### src/rtl/enemy_array_control.sv
// enemy_array_control: steps up to NUM_ENEMIES square enemies on a shared
// rate-divided tick, bounces them off the screen edges, accepts spawns into
// the lowest free slot and flags overlaps with the player.
// Optional feature macro: ENEMY_KILL_ON_HIT_EN (a colliding enemy is removed).
module enemy_array_control #(
  parameter int NUM_ENEMIES = 4,
  parameter int RATE_DIV    = 249999,
  parameter int SCREEN_W    = 160,
  parameter int SCREEN_H    = 120,
  parameter int PLAYER_SIZE = 3
) (
  input  logic                     clk,
  input  logic                     reset,
  input  logic                     play,
  input  logic [7:0]               playerX,
  input  logic [6:0]               playerY,
  input  logic                     spawn_valid,
  output logic                     spawn_ready,
  input  logic [2:0]               spawn_size,
  input  logic [7:0]               spawn_x,
  input  logic [6:0]               spawn_y,
  input  logic [2:0]               spawn_dx,
  input  logic [2:0]               spawn_dy,
  input  logic                     spawn_left,
  input  logic                     spawn_up,
  output logic [NUM_ENEMIES-1:0]   enemy_active,
  output logic [8*NUM_ENEMIES-1:0] enemyX,
  output logic [7*NUM_ENEMIES-1:0] enemyY,
  output logic                     tick,
  output logic [NUM_ENEMIES-1:0]   hit_mask,
  output logic                     player_hit
);

  localparam int              CNT_W   = (RATE_DIV > 0) ? $clog2(RATE_DIV + 1) : 1;
  localparam logic [CNT_W-1:0] CNT_MAX = CNT_W'(RATE_DIV);
  localparam logic [8:0]      SW9     = 9'(SCREEN_W);
  localparam logic [8:0]      SH9     = 9'(SCREEN_H);
  localparam logic [8:0]      PS9     = 9'(PLAYER_SIZE);

  logic [CNT_W-1:0] r_cnt;
  logic             r_tick;
  logic             r_player_hit;
  logic             w_tick_fire;
  logic             w_accept;

  // Spawn values after size fix-up and on-screen clamping, shared by all slots
  logic [2:0] w_sp_size;
  logic [8:0] w_sp_size9;
  logic [8:0] w_sp_xmax;
  logic [8:0] w_sp_ymax;
  logic [7:0] w_sp_x;
  logic [6:0] w_sp_y;

  assign w_tick_fire = play & (r_cnt == CNT_MAX);
  assign spawn_ready = play & ~(&enemy_active);
  assign w_accept    = spawn_valid & spawn_ready;

  assign w_sp_size  = (spawn_size == 3'd0) ? 3'd1 : spawn_size;
  assign w_sp_size9 = {6'd0, w_sp_size};
  assign w_sp_xmax  = SW9 - w_sp_size9;
  assign w_sp_ymax  = SH9 - w_sp_size9;
  assign w_sp_x     = ({1'b0, spawn_x} > w_sp_xmax) ? 8'(w_sp_xmax) : spawn_x;
  assign w_sp_y     = ({2'b0, spawn_y} > w_sp_ymax) ? 7'(w_sp_ymax) : spawn_y;

  // Rate divider: runs only while playing, the wrap edge is the tick edge
  always_ff @(posedge clk or posedge reset) begin
    if (reset) begin
      r_cnt  <= '0;
      r_tick <= 1'b0;
    end else begin
      r_tick <= w_tick_fire;
      if (play) begin
        r_cnt <= (r_cnt == CNT_MAX) ? '0 : r_cnt + CNT_W'(1);
      end
    end
  end

  // Registered OR of the sticky per-slot hit flags
  always_ff @(posedge clk or posedge reset) begin
    if (reset) begin
      r_player_hit <= 1'b0;
    end else begin
      r_player_hit <= |hit_mask;
    end
  end

  assign tick       = r_tick;
  assign player_hit = r_player_hit;

  genvar gi;
  generate
    for (gi = 0; gi < NUM_ENEMIES; gi++) begin : g_slot
      // All slots below this one must be busy for this one to take a spawn
      localparam logic [NUM_ENEMIES-1:0] LOW_MASK = NUM_ENEMIES'((1 << gi) - 1);

      logic       r_active;
      logic       r_hit;
      logic       r_left;
      logic       r_up;
      logic [7:0] r_x;
      logic [6:0] r_y;
      logic [2:0] r_size;
      logic [2:0] r_dx;
      logic [2:0] r_dy;

      logic       w_sel;
      logic [8:0] w_x9;
      logic [8:0] w_y9;
      logic [8:0] w_size9;
      logic [8:0] w_dx9;
      logic [8:0] w_dy9;
      logic [8:0] w_px9;
      logic [8:0] w_py9;
      logic [7:0] w_nx;
      logic [6:0] w_ny;
      logic       w_nleft;
      logic       w_nup;
      logic       w_overlap;

      assign w_sel   = w_accept & ~r_active & ((enemy_active & LOW_MASK) == LOW_MASK);
      assign w_x9    = {1'b0, r_x};
      assign w_y9    = {2'b0, r_y};
      assign w_size9 = {6'd0, r_size};
      assign w_dx9   = {6'd0, r_dx};
      assign w_dy9   = {6'd0, r_dy};
      assign w_px9   = {1'b0, playerX};
      assign w_py9   = {2'b0, playerY};

      // Next X position and direction on a tick, bouncing at the screen edges
      always_comb begin
        w_nx    = r_x;
        w_nleft = r_left;
        if (r_dx != 3'd0) begin
          if (r_left) begin
            if (w_x9 <= w_dx9) begin
              w_nx    = 8'd0;
              w_nleft = 1'b0;
            end else begin
              w_nx = 8'(w_x9 - w_dx9);
            end
          end else if (w_x9 + w_size9 + w_dx9 >= SW9) begin
            w_nx    = 8'(SW9 - w_size9);
            w_nleft = 1'b1;
          end else begin
            w_nx = 8'(w_x9 + w_dx9);
          end
        end
      end

      // Next Y position and direction on a tick, same rules against the height
      always_comb begin
        w_ny  = r_y;
        w_nup = r_up;
        if (r_dy != 3'd0) begin
          if (r_up) begin
            if (w_y9 <= w_dy9) begin
              w_ny  = 7'd0;
              w_nup = 1'b0;
            end else begin
              w_ny = 7'(w_y9 - w_dy9);
            end
          end else if (w_y9 + w_size9 + w_dy9 >= SH9) begin
            w_ny  = 7'(SH9 - w_size9);
            w_nup = 1'b1;
          end else begin
            w_ny = 7'(w_y9 + w_dy9);
          end
        end
      end

      assign w_overlap = r_active
                       & (w_px9 <= w_x9 + w_size9 - 9'd1)
                       & (w_x9 <= w_px9 + PS9 - 9'd1)
                       & (w_py9 <= w_y9 + w_size9 - 9'd1)
                       & (w_y9 <= w_py9 + PS9 - 9'd1);

      // Slot state: a spawn overrides stepping; hits are sticky until respawn
      always_ff @(posedge clk or posedge reset) begin
        if (reset) begin
          r_active <= 1'b0;
          r_hit    <= 1'b0;
          r_left   <= 1'b0;
          r_up     <= 1'b0;
          r_x      <= 8'd0;
          r_y      <= 7'd0;
          r_size   <= 3'd0;
          r_dx     <= 3'd0;
          r_dy     <= 3'd0;
        end else if (w_sel) begin
          r_active <= 1'b1;
          r_hit    <= 1'b0;
          r_left   <= spawn_left;
          r_up     <= spawn_up;
          r_x      <= w_sp_x;
          r_y      <= w_sp_y;
          r_size   <= w_sp_size;
          r_dx     <= spawn_dx;
          r_dy     <= spawn_dy;
        end else begin
          if (w_tick_fire && r_active) begin
            r_x    <= w_nx;
            r_y    <= w_ny;
            r_left <= w_nleft;
            r_up   <= w_nup;
          end
          if (play && w_overlap) begin
            r_hit <= 1'b1;
`ifdef ENEMY_KILL_ON_HIT_EN
            r_active <= 1'b0;
`endif
          end
        end
      end

      assign enemy_active[gi]   = r_active;
      assign hit_mask[gi]       = r_hit;
      assign enemyX[8*gi +: 8]  = r_x;
      assign enemyY[7*gi +: 7]  = r_y;
    end
  endgenerate

endmodule

### config.mk
export PLATFORM = sky130hd
export DESIGN_NAME = enemy_array_control
export DESIGN_NICKNAME = d
export VERILOG_FILES = /design/src/rtl/enemy_array_control.sv
export SDC_FILE = /design/constraint.sdc
export NUM_CORES = 1
export LEC_CHECK = 0
export BUFFER_PORTS_ARGS = -buffer_cell sky130_fd_sc_hd__buf_2
export CAP_MARGIN = 40
export CORE_MARGIN = 3
export CORE_UTILIZATION = 40
export DETAILED_ROUTE_END_ITERATION = 6
export GPL_TIMING_DRIVEN = 0
export SETUP_SLACK_MARGIN = 0.4
export SYNTH_ARGS = -nofsm -noshare
export SYNTH_HDL_FRONTEND = slang
export SYNTH_SLANG_ARGS = --single-unit
### constraint.sdc
create_clock -name clk -period 5.6 [get_ports clk]
set_input_delay 1.68 -clock clk [delete_from_list [all_inputs] [get_ports clk]]
set_output_delay 1.68 -clock clk [all_outputs]
set_load 0.01 [all_outputs]
==> results of run 1 <==
-- report_power, final --
part / total, mW / internal [mW] / leakage (nW) / switching (mW)
Combinational: 7.98 / 3.32 / 6.51 / 4.66
Sequential: 1.77 / 1.22 / 1.57 / 0.556
Clock: 1.22 / 0.742 / 0.296 / 0.479
Total: 11.0 / 5.28 / 8.38 / 5.70
-- path summary, 6_finish.rpt --
path	end	slack, ns	depth (start not counted)	start
max	g_slot[1].r_x[0]	0.67	15	spawn_size[2]
min	r_cnt[6]	0.50	1	r_cnt[6]
max reg2reg	g_slot[0].r_x[2]	1.26	13	g_slot[0].r_size[0]
min reg2reg	r_cnt[6]	0.50	1	r_cnt[6]
max in group asynchronous	g_slot[2].r_dy[2]	3.04	6	reset
min in group asynchronous	g_slot[0].r_dx[0]	1.31	2	reset
-- routing by layer --
layer  wire (um)  global-route usage [%]  share of wire [%]  up-vias
met2       26600                    41.3                 43      615
met5           0                       0                  0        -
li1            -                       -                  -     7907
met1       28500                    38.2                 47     8144
met4        2050                    9.70                3.3        0
met3        4070                    4.58                6.7      102
-- through the flow --
| step | hold WS [ns] | utilization, % | cells |
|---|---|---|---|
| floorplan | 0.458 | - | 2096 |
| global placement | 0.501 | 43.7 | 2749 |
| detailed placement | 0.501 | 44.0 | 2760 |
| CTS | 0.514 | 45.4 | 2791 |
| global route | 0.536 | 45.4 | 2792 |
| finish | 0.504 | 45.4 | 2792 |
-- logic make-up (layout without fill, tap and decap cells) --
group           after synthesis  after routing  share of synthesized area [%]
xor+xnor                    159            159                           8.12
buf+inv                     248            405                           5.95
simple gates                662            662                           19.7
fa+ha+maj                   277            277                           21.6
mux                          36             36                           2.19
flops                       132            132                           19.3
other cells                   1              1                         0.0219
compound gates              581            581                           23.2
-- final cells by class --
cell class                      count  area [um^2]
Fill cell                        4231        23000
Multi-Input combinational cell   1716        12800
Sequential cell                   132         3300
Timing Repair Buffer              126          707
Tap cell                          539          674
Inverter                          153          578
Buffer                             95          445
Clock buffer                       18          429
Clock inverter                     13          185
-- cell usage after synthesis (12+ instances only) --
cell type	instances	share of area (%)
ha_1	245	18
nand2_1	158	3.5
inv_1	153	3.3
o21ai_0	149	4.3
nor2_1	137	3.0
dfrtp_1	132	19
a21oi_1	114	3.3
xnor2_1	99	5.1
clkbuf_1	66	1.4
nor3_1	61	1.8
xor2_1	60	3.1
nand3_1	56	1.6
nor2b_1	50	1.8
nand4_1	36	1.3
o21a_1	34	1.5
fa_1	32	3.7
nand2b_1	31	1.1
or3_1	28	1.0
a21o_1	27	1.2
mux2i_1	24	1.4
and3_1	22	0.80
a31oi_1	21	0.77
o31ai_1	21	0.92
a211oi_1	20	0.88
o211ai_1	20	0.88
o22ai_1	20	0.73
buf_2	12	0.35
nor3b_1	12	0.53
-- sequential cells by signal, indices dropped and copies added (netlist names) --
register,cells
g_slot.r_dx,12
g_slot.r_x,32
player_hit,1
tick,1
g_slot.r_up,4
r_cnt,18
g_slot.r_active,4
g_slot.r_hit,4
g_slot.r_left,4
g_slot.r_dy,12
g_slot.r_size,12
g_slot.r_y,28
==> results_dict.tcl, run 1 <==
set metrics [dict create \
    rows 75 \
    synth_seq_cells 132 \
    worst_slack_ns 0.671 \
    h-tree-depth 4 \
    diodes 0 \
    synthDistinctLibCells 106 \
    clk_pin_slew_ns 0.06 \
    drive_gt1_share_pct 10.9 \
    vdd_ir_drop_max_uv 489 \
    finalClockSkew_ns 0.00943 \
    hold_class "reg -> reg" \
    insertion_delay_ns 0.45 \
    fin_crit_sh_pct 88.0 \
    start_util_pct 40.7 \
    cp_data_required_time_ns 5.97 \
    placed_cell_area_mm2 0.0185 \
    post-route-drc-count 0 \
    ys_seq_area_share_pct 19.3 \
    crit_chain "buf_2, inv_1, a21oi_1, ha_1, inv_1, ha_1, nor2b_1, o21a_1, o211ai_1, a22oi_1, o31ai_2, buf_4, mux2i_1, o21ai_0, a21oi_2" \
    cts_setup_buffers 0 \
    powerDensity_mw_per_mm2 573 \
    relSlewSlack_pct 41.1 \
    yosysWarningCount 0 \
    pin_count 116 \
    cts_sinks 132 \
    grt_max_degree 35 \
    critPathLaunchType "input pin" \
    cpPeakStageDelay_ns 0.73 \
    crit_path_end_kind "flop" \
    yosys_most_used_dff "dfrtp_1" \
    synth_edf_count 0 \
    place_ws_ns 0.261 \
    post_cts_resized 0 \
    dieWidth_um 213 \
    final_cell_mix "ha_1 (245), nand2_1 (158), inv_1 (152)" \
    final-setup-viol-count 0 \
    crit_fanout 6 \
    worstPathArrival_ns 5.30 \
    total_power_mw 11.0 \
    antenna_found_initial 0 \
    ys_async_sr_fraction_pct 100 \
    wl_per_cell_um 21.9 \
    layout_commonest_cell "ha_1" \
    outcome "completed" \
    path_class "in -> reg" \
    crit_slowest_cell "mux2i_1" \
    grt_overflow_total 0 \
    port_buffers 114 \
    gp_congestion 0.920 \
    postCtsHoldBufs 0 \
    fmaxAchievable_mhz 203 \
    grt_pass1_vias 16100 \
    rsz0062_at_grt "false" \
    syn_avg_cell_area_um2 8.18 \
    vias_per_cell 6.01 \
    finalWirelength_um 61200 \
    tritoncts "yes" \
    tns_ns 0 \
    hold_viol_final 0 \
    dieArea_mm2 0.0454 \
    vias 16800 \
    synthCells 2096 \
    syn-num-nets 2418 \
    drt_iter0_drc 1438 \
    leakage_nw 8.38 \
    clockBufferDepth 2 \
    grt_pass1_wl_um 94100 \
    numCtsBuffers 17 \
    nNetsFinal 2563 \
    synthesis.area_mm2 0.0172 \
    root_buffer "clkbuf_16" \
    die-height_um 213 \
    core_mm2 0.0421 \
    tightest_slew_ns 0.859 \
    drtPass1Iterations 5 \
    area_growth_pct 11.7 \
    groute.usage.overall_pct 27.0 \
    crit_buf_inv 4 \
    route.antenna.remaining_nets 0 \
    critPathTopFamily "compound AO/OA/AOI/OAI gates" \
    dp_hpwl_um 49600 \
    design_area_mm2 0.0191 \
    period_needed_ns 4.93 \
    maxCapViolations 0 \
    report.final.slew_viol_count 0 \
]
Note: power is estimated with default switching activity, not from simulation.
==> run 2, diff against run 1 <==
CORE_ASPECT_RATIO = 1.25   (was not set)
==> results_dict.tcl, run 2 (synthesis results as in run 1) <==
set metrics [dict create \
    outcome "finished, violations left" \
    violations "DRC" \
    crit_chain "buf_2, inv_1, a21oi_1, ha_1, inv_1, ha_1, nor2b_1, o21a_1, o211ai_1, a22oi_1, o31ai_2, buf_4, mux2i_1, o21ai_0, a21oi_2" \
    hold_viol_final 0 \
    die-height_um 238 \
    nNetsFinal 2562 \
    drt_iter0_drc 1231 \
    crit_slowest_cell "mux2i_1" \
    critPathLaunchType "input pin" \
    grt_pass1_vias 16200 \
    final_cell_mix "ha_1 (245), nand2_1 (158), inv_1 (152)" \
    finalWirelength_um 60300 \
    powerDensity_mw_per_mm2 571 \
    area_growth_pct 11.9 \
    seqPwrFrac_pct 16.1 \
    numCtsBuffers 17 \
    tightest_slew_ns 0.988 \
    clk_pin_slew_ns 0.06 \
    dp_hpwl_um 49400 \
    final-setup-viol-count 0 \
    root_buffer "clkbuf_16" \
    switching_share_pct 51.1 \
    cpPeakStageDelay_ns 0.64 \
    period_needed_ns 4.75 \
    drive_gt1_share_pct 10.9 \
    maxCapViolations 0 \
    core_mm2 0.0423 \
    postCtsHoldBufs 0 \
    p_clk_share_pct 11.6 \
    diodes 0 \
    vias_per_cell 5.93 \
    wl_per_cell_um 21.5 \
    gp_congestion 0.927 \
    groute.usage.overall_pct 26.4 \
    tritoncts "yes" \
    p_int_mw 5.35 \
    insertion_delay_ns 0.44 \
    path_class "in -> reg" \
    post_cts_resized 0 \
    p_sw_mw 5.60 \
    h-tree-depth 4 \
    fin_crit_sh_pct 84.8 \
    layout_commonest_cell "ha_1" \
    final_core_util_pct 45.4 \
    drtPass1Iterations 7 \
    combPwrFrac_pct 72.3 \
    vdd_ir_drop_max_uv 249 \
    post-route-drc-count 1 \
    largest_reg_flops 32 \
    relSlewSlack_pct 34.0 \
    pin_count 116 \
    cp_data_required_time_ns 5.96 \
    clockBufferDepth 2 \
    cts_sinks 132 \
    grt_max_degree 36 \
    vias 16700 \
    dieWidth_um 191 \
    worstPathArrival_ns 5.11 \
    finalClockSkew_ns 0.00959 \
    rsz0062_at_grt "false" \
    top_regs "g_slot.r_x x32, g_slot.r_y x28, r_cnt x18" \
    antenna_found_initial 0 \
    grt_overflow_total 0 \
    fmaxAchievable_mhz 210 \
    grt_pass1_wl_um 93600 \
    route.antenna.remaining_nets 0 \
    tns_ns 0 \
    dieArea_mm2 0.0454 \
    start_util_pct 40.6 \
    rows 84 \
    port_buffers 114 \
    report.final.slew_viol_count 0 \
    hold_class "reg -> reg" \
    top_register "g_slot.r_x" \
    crit_path_end_kind "flop" \
    crit_fanout 6 \
    cts_setup_buffers 0 \
    leakage_nw 8.39 \
    fillers 4324 \
]
[run 2: changes by cell type in the layout (fill, tap and decap cells not counted)]
| cell | before | now |
|---|---|---|
| buf_16 | 1 | 0 |
| buf_4 | 12 | 14 |
| inv_6 | 0 | 2 |
| bufinv_16 | 4 | 5 |
| buf_6 | 4 | 3 |
| clkbuf_1 | 67 | 66 |
| clkinv_2 | 3 | 2 |
| clkbuf_8 | 1 | 3 |
| buf_2 | 132 | 131 |
| clkinv_4 | 4 | 1 |
[run 2: power groups by stage]
stage                     registers [mW]  logic [mW]  clock network (mW)
after global routing                1.80        8.92                1.34
after global placement              1.75        7.59                   0
final                               1.76        7.92                1.27
after floorplan                     1.58        5.89                   0
after CTS                           1.74        7.87                1.29
after detailed placement            1.76        7.81                   0
[run 2: cell type report]
| cell class | instances | area, um^2 | share of cell area, % |
|---|---|---|---|
| tap | 559 | 699 | 3.65 |
| buffer | 95 | 445 | 2.32 |
| sequential | 132 | 3300 | 17.2 |
| clock buffer | 19 | 453 | 2.36 |
| multi-input combinational | 1716 | 12800 | 66.9 |
| inverter | 153 | 578 | 3.01 |
| clock inverter | 12 | 201 | 1.05 |
| timing repair buffer | 125 | 678 | 3.53 |
[run 2: worst paths after layout]
kind,start,end,slack [ns],depth (start not counted)
max,spawn_size[2],g_slot[1].r_x[0],0.85,15
min,r_cnt[0],r_cnt[0],0.52,1
max reg2reg,g_slot[1].r_x[1],g_slot[1].r_hit,1.23,15
min reg2reg,r_cnt[0],r_cnt[0],0.52,1
max in group asynchronous,reset,g_slot[2].r_dy[1],3.07,5
min in group asynchronous,reset,g_slot[0].r_x[0],1.38,2
[run 2: metal layers]
layer	wire [um]	track usage, %	share of wire [%]	vias up
met3	3250	2.92	5.4	120
met2	27800	42.8	46	589
li1	-	-	-	7888
met1	26600	35.5	44	8078
met4	2710	11.3	4.5	0
met5	0	0	0	-
[run 2: critical path, delay by kind of cell]
kind / cells / cell delay [ns]
buffers and inverters: 4 / 0.68
and+or+nand+nor: 1 / 0.13
adders and majority gates: 2 / 0.55
AOI/OAI and AO/OA: 7 / 1.41
muxes: 1 / 0.64
[run 2: through the flow]
stage	setup slack (ns)	instances	hold WS [ns]	power [mW]	cell area, um^2
final	0.849	2811	0.516	11.0	19200
after global routing	0.737	2811	0.540	12.1	19200
after CTS	0.866	2810	0.514	10.9	19200
after detailed placement	0.407	2779	0.505	9.57	18500
after global placement	0.165	2769	0.496	9.34	18400
after floorplan	1.29	2096	0.458	7.47	17200
==> run 3, diff against run 2 <==
clock period = 4.5 ns   (was 5.6 ns; I/O delays follow)
==> results_dict.tcl, run 3 (synthesis results as in run 1) <==
set metrics [dict create \
    p_int_mw 6.75 \
    layout_commonest_cell "ha_1" \
    diodes 0 \
    report.final.slew_viol_count 0 \
    largest_reg_flops 32 \
    top_register "g_slot.r_x" \
    dieArea_mm2 0.0454 \
    route.antenna.remaining_nets 0 \
    vias 16700 \
    dp_hpwl_um 49400 \
    finalClockSkew_ns 0.00929 \
    r2r_end "g_slot[0].r_hit" \
    period_needed_ns 3.99 \
    nNetsFinal 2569 \
    tritoncts "yes" \
    die-height_um 238 \
    vias_per_cell 5.92 \
    worstPathArrival_ns 4.35 \
    cts_sinks 132 \
    clockBufferDepth 2 \
    tns_ns 0 \
    vdd_ir_drop_max_uv 313 \
    hold_viol_final 0 \
    rows 84 \
    fmaxAchievable_mhz 251 \
    root_buffer "clkbuf_16" \
    finalWirelength_um 60500 \
    grt_pass1_vias 16200 \
    cp_data_required_time_ns 4.86 \
    seqPwrFrac_pct 15.9 \
    relSlewSlack_pct 36.2 \
    outcome "completed" \
    numCtsBuffers 17 \
    final_cell_mix "ha_1 (245), nand2_1 (158), inv_1 (151)" \
    final-setup-viol-count 0 \
    reg2reg_depth 14 \
    drt_iter0_drc 1283 \
    groute.usage.overall_pct 26.4 \
    clk_pin_slew_ns 0.06 \
    p_clk_share_pct 11.5 \
    p_sw_mw 7.05 \
    port_buffers 114 \
    core_mm2 0.0423 \
    h-tree-depth 4 \
    drtPass1Iterations 5 \
    dieWidth_um 191 \
    worstSetupEndpoint "g_slot[1].r_x[0]" \
    placed_cell_area_mm2 0.0185 \
    hold_class "reg -> reg" \
    crit_fanout 5 \
    total_power_mw 13.8 \
    switching_share_pct 51.1 \
    grt_overflow_total 0 \
    grt_max_degree 36 \
    fin_crit_sh_pct 88.6 \
    r2r_slack_ns 0.55 \
    post-route-drc-count 0 \
    insertion_delay_ns 0.44 \
    maxCapViolations 0 \
    drive_gt1_share_pct 12.4 \
    tightest_slew_ns 0.955 \
    cp-startpoint "spawn_size[2]" \
    rsz0062_at_grt "true" \
    powerDensity_mw_per_mm2 712 \
    area_growth_pct 13.1 \
    top_regs "g_slot.r_x x32, g_slot.r_y x28, r_cnt x18" \
    path_class "in -> reg" \
    start_util_pct 40.6 \
    gp_congestion 0.927 \
    wl_per_cell_um 21.5 \
    crit_path_end_kind "flop" \
    grt_pass1_wl_um 93800 \
    r2r_start "g_slot[0].r_y[1]" \
    design_area_mm2 0.0194 \
    pin_count 116 \
    combPwrFrac_pct 72.6 \
    critPathLaunchType "input pin" \
    antenna_found_initial 0 \
    leakage_nw 8.45 \
]
## run 3: cell types whose count changed in the layout (fill, tap and decap cells not counted), moves of 3 or more
cell     change
dfrtp_2     +10
buf_2        -3
buf_4        +7
dfrtp_1     -10
nor3_1       -4
## run 3: area by class of cell
type                    count  area, um^2
fillers                  4302       22900
multi-input cells        1716       12900
flip-flops and latches    132        3320
repair buffers            132         751
well taps                 559         699
inverters                 153         578
clock buffers              19         453
plain buffers              95         445
clock inverters            12         201
## run 3: metrics by stage
step                      setup slack (ns)  cells  utilization, %  hold slack, ns
final                                0.514   2818            45.9           0.518
after global routing                 0.346   2818            45.9           0.540
after CTS                            0.403   2811            45.6           0.514
after detailed placement            -0.363   2779            43.8           0.505
after global placement              -0.605   2769            43.6           0.496
after floorplan                      0.521   2096               -           0.458
## run 3: worst min-delay path by stage
stage	startpoint	endpoint	slack, ns	cells past startpoint
final	r_cnt[0]	r_cnt[0]	0.52	1
after global routing	r_cnt[2]	r_cnt[2]	0.54	1
after CTS	r_cnt[0]	r_cnt[0]	0.51	1
after detailed placement	r_cnt[0]	r_cnt[0]	0.51	1
after global placement	r_cnt[0]	r_cnt[0]	0.50	1
after floorplan	g_slot[2].r_hit	g_slot[2].r_hit	0.46	2
## run 3: critical path, stage by stage
cell	delay, ns
clkbuf_4	0.19
inv_1	0.09
a21oi_2	0.19
ha_1	0.29
inv_1	0.11
ha_1	0.25
nor2b_1	0.14
o21a_1	0.16
o211ai_1	0.16
a22oi_1	0.13
o31ai_2	0.27
buf_4	0.22
mux2i_2	0.47
o21ai_0	0.19
a21oi_2	0.14
## run 3: power by group through the flow
stage	logic, mW	registers, mW	clock network [mW]
4_1_cts	9.85	2.17	1.60
2_1_floorplan	7.33	1.97	0
3_5_place_dp	9.72	2.18	0
6_report	10.0	2.19	1.59
3_3_place_gp	9.44	2.18	0
5_1_grt	11.3	2.24	1.66
## run 3: metal layers
layer	up-vias	track usage, %	part of all wire [%]
li1	7898	-	-
met1	8111	35.8	44
met2	549	42.8	46
met3	116	2.67	5.2
met4	0	11.5	4.5
met5	-	0	0
## run 3: timing repair
action	4_1_cts	5_1_grt
hold endpoints to repair	0	0
gates resized for setup	15	21
setup buffers	1	7
setup endpoints to repair	21	20
pin swaps	1	3
cloned	0	0
hold buffers	0	0
